## src/rtl/regfile_pkg.sv

```systemverilog
// Shared constants and the load-result entry type for the register file writeback path.
package regfile_pkg;
  localparam int XLEN       = 32;
  localparam int NREG       = 32;
  localparam int REG_ADDR_W = 5;

  typedef struct packed {
    logic [REG_ADDR_W-1:0] rd;
    logic [XLEN-1:0]       data;
  } wb_entry_t;
endpackage

```

## src/rtl/wb_fifo.sv

```systemverilog
// Small synchronous FIFO with modulo-DEPTH pointers; push when full and pop when empty are ignored.
module wb_fifo #(
  parameter int DEPTH = 2,
  parameter int WIDTH = 37,
  localparam int CW = $clog2(DEPTH + 1)
) (
  input  logic             clk,
  input  logic             rst,
  input  logic             push,
  input  logic [WIDTH-1:0] din,
  input  logic             pop,
  output logic             full,
  output logic             empty,
  output logic [CW-1:0]    count,
  output logic [WIDTH-1:0] head
);
  localparam int PW = (DEPTH > 1) ? $clog2(DEPTH) : 1;

  logic [WIDTH-1:0] mem [DEPTH];
  logic [PW-1:0]    wr_ptr, rd_ptr;
  logic             do_push, do_pop;

  function automatic logic [PW-1:0] ptr_next(input logic [PW-1:0] p);
    return (p == PW'(DEPTH - 1)) ? '0 : p + 1'b1;
  endfunction

  assign full    = (count == CW'(DEPTH));
  assign empty   = (count == '0);
  assign do_push = push && !full;
  assign do_pop  = pop && !empty;
  assign head    = mem[rd_ptr];

  always_ff @(posedge clk) begin
    if (do_push) mem[wr_ptr] <= din;
  end

  always_ff @(posedge clk or posedge rst) begin
    if (rst) begin
      wr_ptr <= '0;
      rd_ptr <= '0;
      count  <= '0;
    end else begin
      if (do_push) wr_ptr <= ptr_next(wr_ptr);
      if (do_pop)  rd_ptr <= ptr_next(rd_ptr);
      count <= count + CW'(do_push) - CW'(do_pop);
    end
  end
endmodule

```

## src/rtl/regfile_writeback.sv

```systemverilog
// Register file write-port arbiter: ALU results win over buffered load results,
// with a pending-load scoreboard for decode operand stalls.
module regfile_writeback #(
  parameter int XLEN       = 32,
  parameter int NREG       = 32,
  parameter int FIFO_DEPTH = 2
) (
  input  logic            clk,
  input  logic            rst,
  input  logic            alu_valid,
  input  logic [4:0]      alu_rd,
  input  logic [XLEN-1:0] alu_data,
  input  logic            ld_valid,
  output logic            ld_ready,
  input  logic [4:0]      ld_rd,
  input  logic [XLEN-1:0] ld_data,
  input  logic            issue_valid,
  input  logic [4:0]      issue_rd,
  input  logic [4:0]      q_r1,
  input  logic [4:0]      q_r2,
  output logic            busy_r1,
  output logic            busy_r2,
  output logic [4:0]      rd,
  output logic [XLEN-1:0] write_data,
  output logic            w_en,
  output logic [1:0]      fifo_count
);
  import regfile_pkg::*;

  localparam int CW = $clog2(FIFO_DEPTH + 1);

  wb_entry_t       fifo_din, fifo_head;
  logic            fifo_full, fifo_empty;
  logic [CW-1:0]   fifo_cnt;
  logic            push, pop;
  logic [NREG-1:0] pending, pending_nxt;

  assign fifo_din   = '{rd: ld_rd, data: ld_data};
  assign ld_ready   = !fifo_full && !rst;
  assign push       = ld_valid && ld_ready;
  assign pop        = !alu_valid && !fifo_empty;
  assign fifo_count = 2'(fifo_cnt);

  wb_fifo #(
    .DEPTH (FIFO_DEPTH),
    .WIDTH ($bits(wb_entry_t))
  ) u_ld_fifo (
    .clk   (clk),
    .rst   (rst),
    .push  (push),
    .din   (fifo_din),
    .pop   (pop),
    .full  (fifo_full),
    .empty (fifo_empty),
    .count (fifo_cnt),
    .head  (fifo_head)
  );

  always_ff @(posedge clk or posedge rst) begin
    if (rst) begin
      rd         <= '0;
      write_data <= '0;
      w_en       <= 1'b0;
    end else if (alu_valid) begin
      rd         <= alu_rd;
      write_data <= alu_data;
      w_en       <= (alu_rd != '0);
    end else if (pop) begin
      rd         <= fifo_head.rd;
      write_data <= fifo_head.data;
      w_en       <= (fifo_head.rd != '0);
    end else begin
      w_en       <= 1'b0;
    end
  end

  // Clear before set so a same-edge reissue of the popped register stays pending.
  always_comb begin
    pending_nxt = pending;
    if (pop) pending_nxt[fifo_head.rd] = 1'b0;
    if (issue_valid && issue_rd != '0) pending_nxt[issue_rd] = 1'b1;
  end

  always_ff @(posedge clk or posedge rst) begin
    if (rst) pending <= '0;
    else     pending <= pending_nxt;
  end

  assign busy_r1 = pending[q_r1] && (q_r1 != '0);
  assign busy_r2 = pending[q_r2] && (q_r2 != '0);
endmodule

```

## config.mk

```make
export PLATFORM = sky130hd
export DESIGN_NAME = regfile_writeback
export DESIGN_NICKNAME = d
export VERILOG_FILES = /design/src/rtl/regfile_pkg.sv /design/src/rtl/wb_fifo.sv /design/src/rtl/regfile_writeback.sv
export SDC_FILE = /design/constraint.sdc
export NUM_CORES = 1
export LEC_CHECK = 0
export ABC_AREA = 1
export BUFFER_PORTS_ARGS = -buffer_cell sky130_fd_sc_hd__buf_2
export CAP_MARGIN = 20
export CORE_AREA = 2 2 113 115
export CTS_BUF_LIST = sky130_fd_sc_hd__clkbuf_4 sky130_fd_sc_hd__clkbuf_8 sky130_fd_sc_hd__clkbuf_16
export CTS_CLUSTER_DIAMETER = 150
export DETAILED_ROUTE_END_ITERATION = 12
export DIE_AREA = 0 0 115 117
export PLACE_DENSITY_LB_ADDON = 0.08
export SETUP_SLACK_MARGIN = 0.15
export SYNTH_ARGS = -nofsm -noshare
export SYNTH_HDL_FRONTEND = slang
export SYNTH_SLANG_ARGS = --single-unit
```

## constraint.sdc

```tcl
create_clock -name clk -period 3.36 [get_ports clk]
set_input_delay 0.672 -clock clk [delete_from_list [all_inputs] [get_ports clk]]
set_output_delay 0.672 -clock clk [all_outputs]
set_load 0.01 [all_outputs]
```

# [Word-level counts from Yosys, hierarchy flattened]
# Memories as Yosys holds them, arrays and structs flattened.
# Index checks and enable logic that the tools add are counted.
[totals] regBits=74 mem_bits_rw=74 inputBits=94 out_inout_bits=43 elab_cells=63 n_memories=1
[mem_list] memory="u_ld_fifo.mem" words=2 width=37 rd=1 rd_ports_with_merged_regs=0 wr=1 line_no="wb_fifo.sv:19" source="logic [WIDTH-1:0] mem [DEPTH];"
[classes] n_addsub=4 magnitude_cmp=6 n_eq_ne=1 mux=20 bitwise_logic=3 reduce_logical=21
[ops] operator="$mux W32" count=4
[ops] operator="$and A32 B32 Y32" count=1
[ops] operator="$not A32 Y32" count=1
[ops] operator="$or A32 B32 Y32" count=1
[ops] operator="$reduce_bool A5 Y1" count=5
[ops] operator="$lt A5 B6 Y1 const B" count=4
[ops] operator="$bmux W1 S5" count=2
[ops] operator="$demux W1 S5" count=2
[ops] operator="$ge A5 B1 Y1 const B" count=2
[ops] operator="$logic_and A1 B1 Y1" count=10
[ops] operator="$mux W1" count=10
[ops] operator="$mux W5" count=2
[ops] operator="$logic_not A1 Y1" count=4
[ops] operator="$add A1 B1 Y1 const B" count=2
[ops] operator="$add A2 B1 Y2" count=1
[ops] operator="$eq A2 B2 Y1 const B" count=1
[ops] operator="$logic_not A2 Y1" count=1
[ops] operator="$reduce_bool A2 Y1" count=1
[ops] operator="$sub A2 B1 Y2" count=1

# [Logic depth before layout (Yosys ltp)]
# An unclocked memory read counts as a cell.
[depth] ltp_word=10 mapped_depth=12 mapped_depth_nobuf=10

# [By module]
# A second synthesis with hierarchy kept.
[unflattened] hier_cells=765 area_unflattened_um2=6747.7
[by_module_without_submodules] mod="regfile_writeback" n_inst=1 cells_each=537 area_per_inst_um2=3801.1 seq_area_each_um2=1751.7
[by_module_without_submodules] mod="wb_fifo" n_inst=1 cells_each=228 area_per_inst_um2=2946.6 seq_area_each_um2=2322.2

# [Worst setup path after synthesis]
# No wires, ideal clock.
[synth_path] path_type="input to register" start="input rst" end="memory u_ld_fifo.mem[0][0] (enable)" setup_ns=0.431 arrival_ns=2.671 t_required_ns=2.929 slack_ns=0.258 stages=3 n_path_buf=0 cell_sequence="a21oi_1 nand2_1 nor2_1"
[synth_via] elab_chain_len=6
[synth_rtl] item="start, declared" line_no="regfile_writeback.sv:9" source="input logic rst,"
[synth_rtl] item="$logic_not A1 Y1 (no line)"
[synth_rtl] item="$logic_and A1 B1 Y1" line_no="regfile_writeback.sv:39" source="assign ld_ready = !fifo_full && !rst;"
[synth_rtl] item="$logic_and A1 B1 Y1" line_no="regfile_writeback.sv:40" source="assign push = ld_valid && ld_ready;"
[synth_rtl] item="$logic_and A1 B1 Y1" line_no="wb_fifo.sv:29" source="assign do_push = push && !full;"
[synth_rtl] item="$mux W1" line_no="wb_fifo.sv:34" source="if (do_push) mem[wr_ptr] <= din;"
[synth_rtl] item="$mux W1 (implied by the code)" line_no="wb_fifo.sv:34"
[synth_rtl] item="end, declared" line_no="wb_fifo.sv:19"
# No other way between the ends.

# [Worst setup path in the final report]
[layout_path] start="input q_r1[0]" end="output busy_r1"
[layout_via] elab_chain_len=3 word_cells_on_any_way=4 cone_classes="mux (2); reduce/logical (2)"
[layout_rtl] item="start, declared" line_no="regfile_writeback.sv:19" source="input logic [4:0] q_r1,"
[layout_rtl] item="$bmux W1 S5" line_no="regfile_writeback.sv:89" source="assign busy_r1 = pending[q_r1] && (q_r1 != '0);"
[layout_rtl] item="$mux W1 (implied by the code)" line_no="regfile_writeback.sv:89"
[layout_rtl] item="$logic_and A1 B1 Y1 *" line_no="regfile_writeback.sv:89"
[layout_rtl] item="end, declared" line_no="regfile_writeback.sv:21" source="output logic busy_r1,"
# Mark *: on every way between the ends. The rest lies on a longest branch, timed or not. The select of a mux whose other input is x is not followed.

==> reports/results.tsv <==
stage	metric	value	unit
grt	GRT overflow	0	
timing	period utilization	84.1	%
synthesis	Distinct cells, synth	27	
timing	final setup violation count	0	
final_layout	Area growth, synth to finish	21.3	%
synthesis	EDFF count, synth	74	
synthesis	top cells by count, synth	nand2_1 (205), dfrtp_1 (74), edfxtp_1 (74), o21ai_0 (68), inv_1 (65)	
cts	clock sink count	148	
grt	antenna violations before repair	1	
drt	drt wl/cell	16.8	um
power	power share of the sequential group	42.9	%
cts	Worst-path clk slew	0.06	ns
grt	first-pass GRT wire length	27.0	mm
setup_path	WS Path Type	primary input to primary output	
timing	Final Hold Fails	0	
cts	H-tree levels	4	
drt	Vias/cell	5.37	
timing	crit path time final	2.83	ns
place	IO Port Bufs	136	
drt	antenna-violating nets left	0	
die	Rows	41	
power	Switching Fraction	35.4	%
timing	Rel. slew slack	40.2	%
setup_path	CP endpoint kind	primary output	
grt	vias in the first global route	5392	
cts	CTS Hold Bufs	0	
cts	Worst-Skew Late Latency	0.42	ns
synthesis	#FFs+latches synth	148	
place	hpwl dp	12.0	mm
synthesis	Synth area leaders	edfxtp_1 (34%), dfrtp_1 (28%), nand2_1 (12%)	
outcome	status	finished, final reports clean	
setup_path	CP arrival	2.15	ns
die	IO Count	137	
synthesis	Synth Area per Inst	9.30	um2
setup_path	Worst Setup Start Kind	primary input	
die	Starting Density	53.8	%
cts	post-CTS resize count	0	
place	pre-CTS setup slack	0.566	ns
drt	DRT Wirelength	17.0	mm
synthesis	Synth Cell Area	6620	um2
power	Static Leakage	3.63	nW
synthesis	main flop type after synthesis	edfxtp_1	
timing	Final Worst Setup Slack	0.534	ns
synthesis	YS warnings	0	
power	clock power share	28.1	%
worst_hold_path	worst hold path class	primary input to asynchronous set/reset pin	
final_layout	# nets final	943	
timing	RSZ-0062 raised after global routing	false	
grt	Tot GR Track Use	26.9	%
power	Pint	4.13	mW
setup_path	CP Max Fanout	17	
synthesis	Syn Nets	808	
job	max_cap viols	0	
setup_path	Req. time, crit path	2.69	ns
synthesis	largest area contributor in the netlist	edfxtp_1	
final_layout	n_diodes	0	
drt	drt first pass iters	5	
synthesis	async set-reset flop share out of synthesis	50.0	%
power	Gate power share	29.0	%
drt	via count	5419	
place	routability congestion estimate	0.888	
power	Pwr Density	796	nW/um2
synthesis	Yosys top cell area share	33.6	%
synthesis	sequential element share of the synthesized area	61.5	%
cts	CTS buffer count	17	
cts	setup repair bufs after CTS	0	
die	die footprint	13500	um2
drt	Iter 0 DRT Violations	400	
timing	TNS Setup	0	ns
timing	Fmax	354	MHz
power	Net Switching	2.26	mW
die	die height	117	um
timing	Final Slew Violations	0	
timing	Fin Clk Skew	0.00650	ns
synthesis	Syn Inst Count	712	
power	VDD IR max	514	uV
cts	Root Buffer	clkbuf_16	
drt	DRC violation count after routing	0	
synthesis	most common cell in the synthesized netlist	nand2_1	
timing	Slew @ Worst Pin	0.897	ns
setup_path	Worst R2R Path Depth	7	
die	core area	12300	um2
die	Die Span X	115	um
cts	clk buf depth	2	
cts	TritonCTS clock tree	built	
final_layout	share of cells above drive strength 1	22.9	%
grt	pin count of the biggest net entering global routing	63	
==> per-stage QoR <==
stage | area, um2 | hold slack [ns] | total power [mW] | cells | util, %
finish | 8030 | 0.192 | 6.39 | 1010 | 65.2
global route | 8030 | 0.197 | 6.81 | 1010 | 65.2
CTS | 8000 | 0.421 | 6.43 | 1009 | 65.0
detailed placement | 7430 | 0.460 | 4.62 | 977 | 60.4
global placement | 7430 | 0.462 | 4.55 | 977 | 60.4
floorplan | 6620 | 0.435 | 3.87 | 712 | -
==> critical path, cell delays in order <==
cell,delay [ns]
buf_2,0.27
clkinv_1,0.43
nand2_1,0.19
nand3_1,0.08
nand2_1,0.08
nand2_1,0.05
nand2_1,0.06
inv_1,0.04
nand2_1,0.06
nand2_1,0.05
nand2_1,0.06
buf_2,0.13
==> cell usage in the layout, fill, tap and decap left out <==
| master | count |
|---|---|
| a21oi_1 | 33 |
| a31oi_1 | 2 |
| buf_16 | 1 |
| buf_2 | 136 |
| buf_4 | 7 |
| bufinv_16 | 1 |
| clkbuf_16 | 17 |
| clkbuf_4 | 3 |
| clkbuf_8 | 3 |
| clkinv_1 | 5 |
| clkinv_2 | 5 |
| clkinv_4 | 1 |
| clkinvlp_4 | 3 |
| dfrtp_1 | 73 |
| dfrtp_2 | 1 |
| edfxtp_1 | 74 |
| ha_1 | 2 |
| inv_1 | 64 |
| inv_2 | 4 |
| nand2_1 | 205 |
| nand2_2 | 4 |
| nand3_1 | 56 |
| nor2_1 | 45 |
| nor2_2 | 3 |
| nor2_4 | 4 |
| nor4_1 | 1 |
| o211ai_1 | 3 |
| o21a_1 | 1 |
| o21ai_0 | 68 |
| o21ai_1 | 10 |
| o21ai_2 | 4 |
| o311ai_0 | 17 |
| xnor2_1 | 2 |
| xor2_1 | 2 |
==> cell type report <==
cell class,instances,area (um2)
tap,150,188
fill,1028,4280
multi-input combinational,462,2160
inverter,74,279
clock inverter,9,81.3
sequential,148,4080
timing repair buffer,144,761
clock buffer,23,489
==> layer usage <==
| metal | global-route usage [%] | wire, um | up-vias |
|---|---|---|---|
| met2 | 46.5 | 8560 | 187 |
| met3 | 6.75 | 1060 | 31 |
| met1 | 33.2 | 7010 | 2551 |
| li1 | - | - | 2650 |
| met4 | 9.32 | 385 | 0 |
| met5 | 0 | 0 | - |
==> cells by family (layout without fill, tap and decap cells) <==
kind of cell | after synthesis | after routing | synth area share (%)
AND/OR/NAND/NOR | 318 | 318 | 19.6
AO/OA/AOI/OAI | 138 | 138 | 11.8
flip-flops | 148 | 148 | 61.5
adder cells (fa/ha/maj) | 2 | 2 | 0.378
XOR/XNOR | 4 | 4 | 0.529
buffers and inverters | 102 | 250 | 6.14
==> state kept, by name, summed over array words and instances, names as in the netlist <==
name	cells
u_ld_fifo.count	2
u_ld_fifo.mem	74
w_en	1
rd	5
u_ld_fifo.wr_ptr	1
write_data	32
pending	32
u_ld_fifo.rd_ptr	1
==> worst paths after layout <==
kind / start / end / slack, ns
hold reg to reg: pending[0] / pending[0] / 0.48
hold / removal: rst / write_data[7] / 0.19
setup / recovery: q_r1[0] / busy_r1 / 0.53
min in group clk: ld_data[4] / u_ld_fifo.mem[1][4] / 0.44
max in group asynchronous: rst / write_data[24] / 2.37
setup reg to reg: u_ld_fifo.count[1] / pending[26] / 1.12
==> power groups by stage <==
stage / sequential (mW) / clock, mW / combinational (mW)
after CTS: 2.74 / 1.82 / 1.86
final: 2.74 / 1.80 / 1.85
after floorplan: 2.74 / 0 / 1.13
after detailed placement: 2.77 / 0 / 1.85
after global placement: 2.75 / 0 / 1.80
after global routing: 2.81 / 1.90 / 2.10
(Power assumes the default switching activity.)
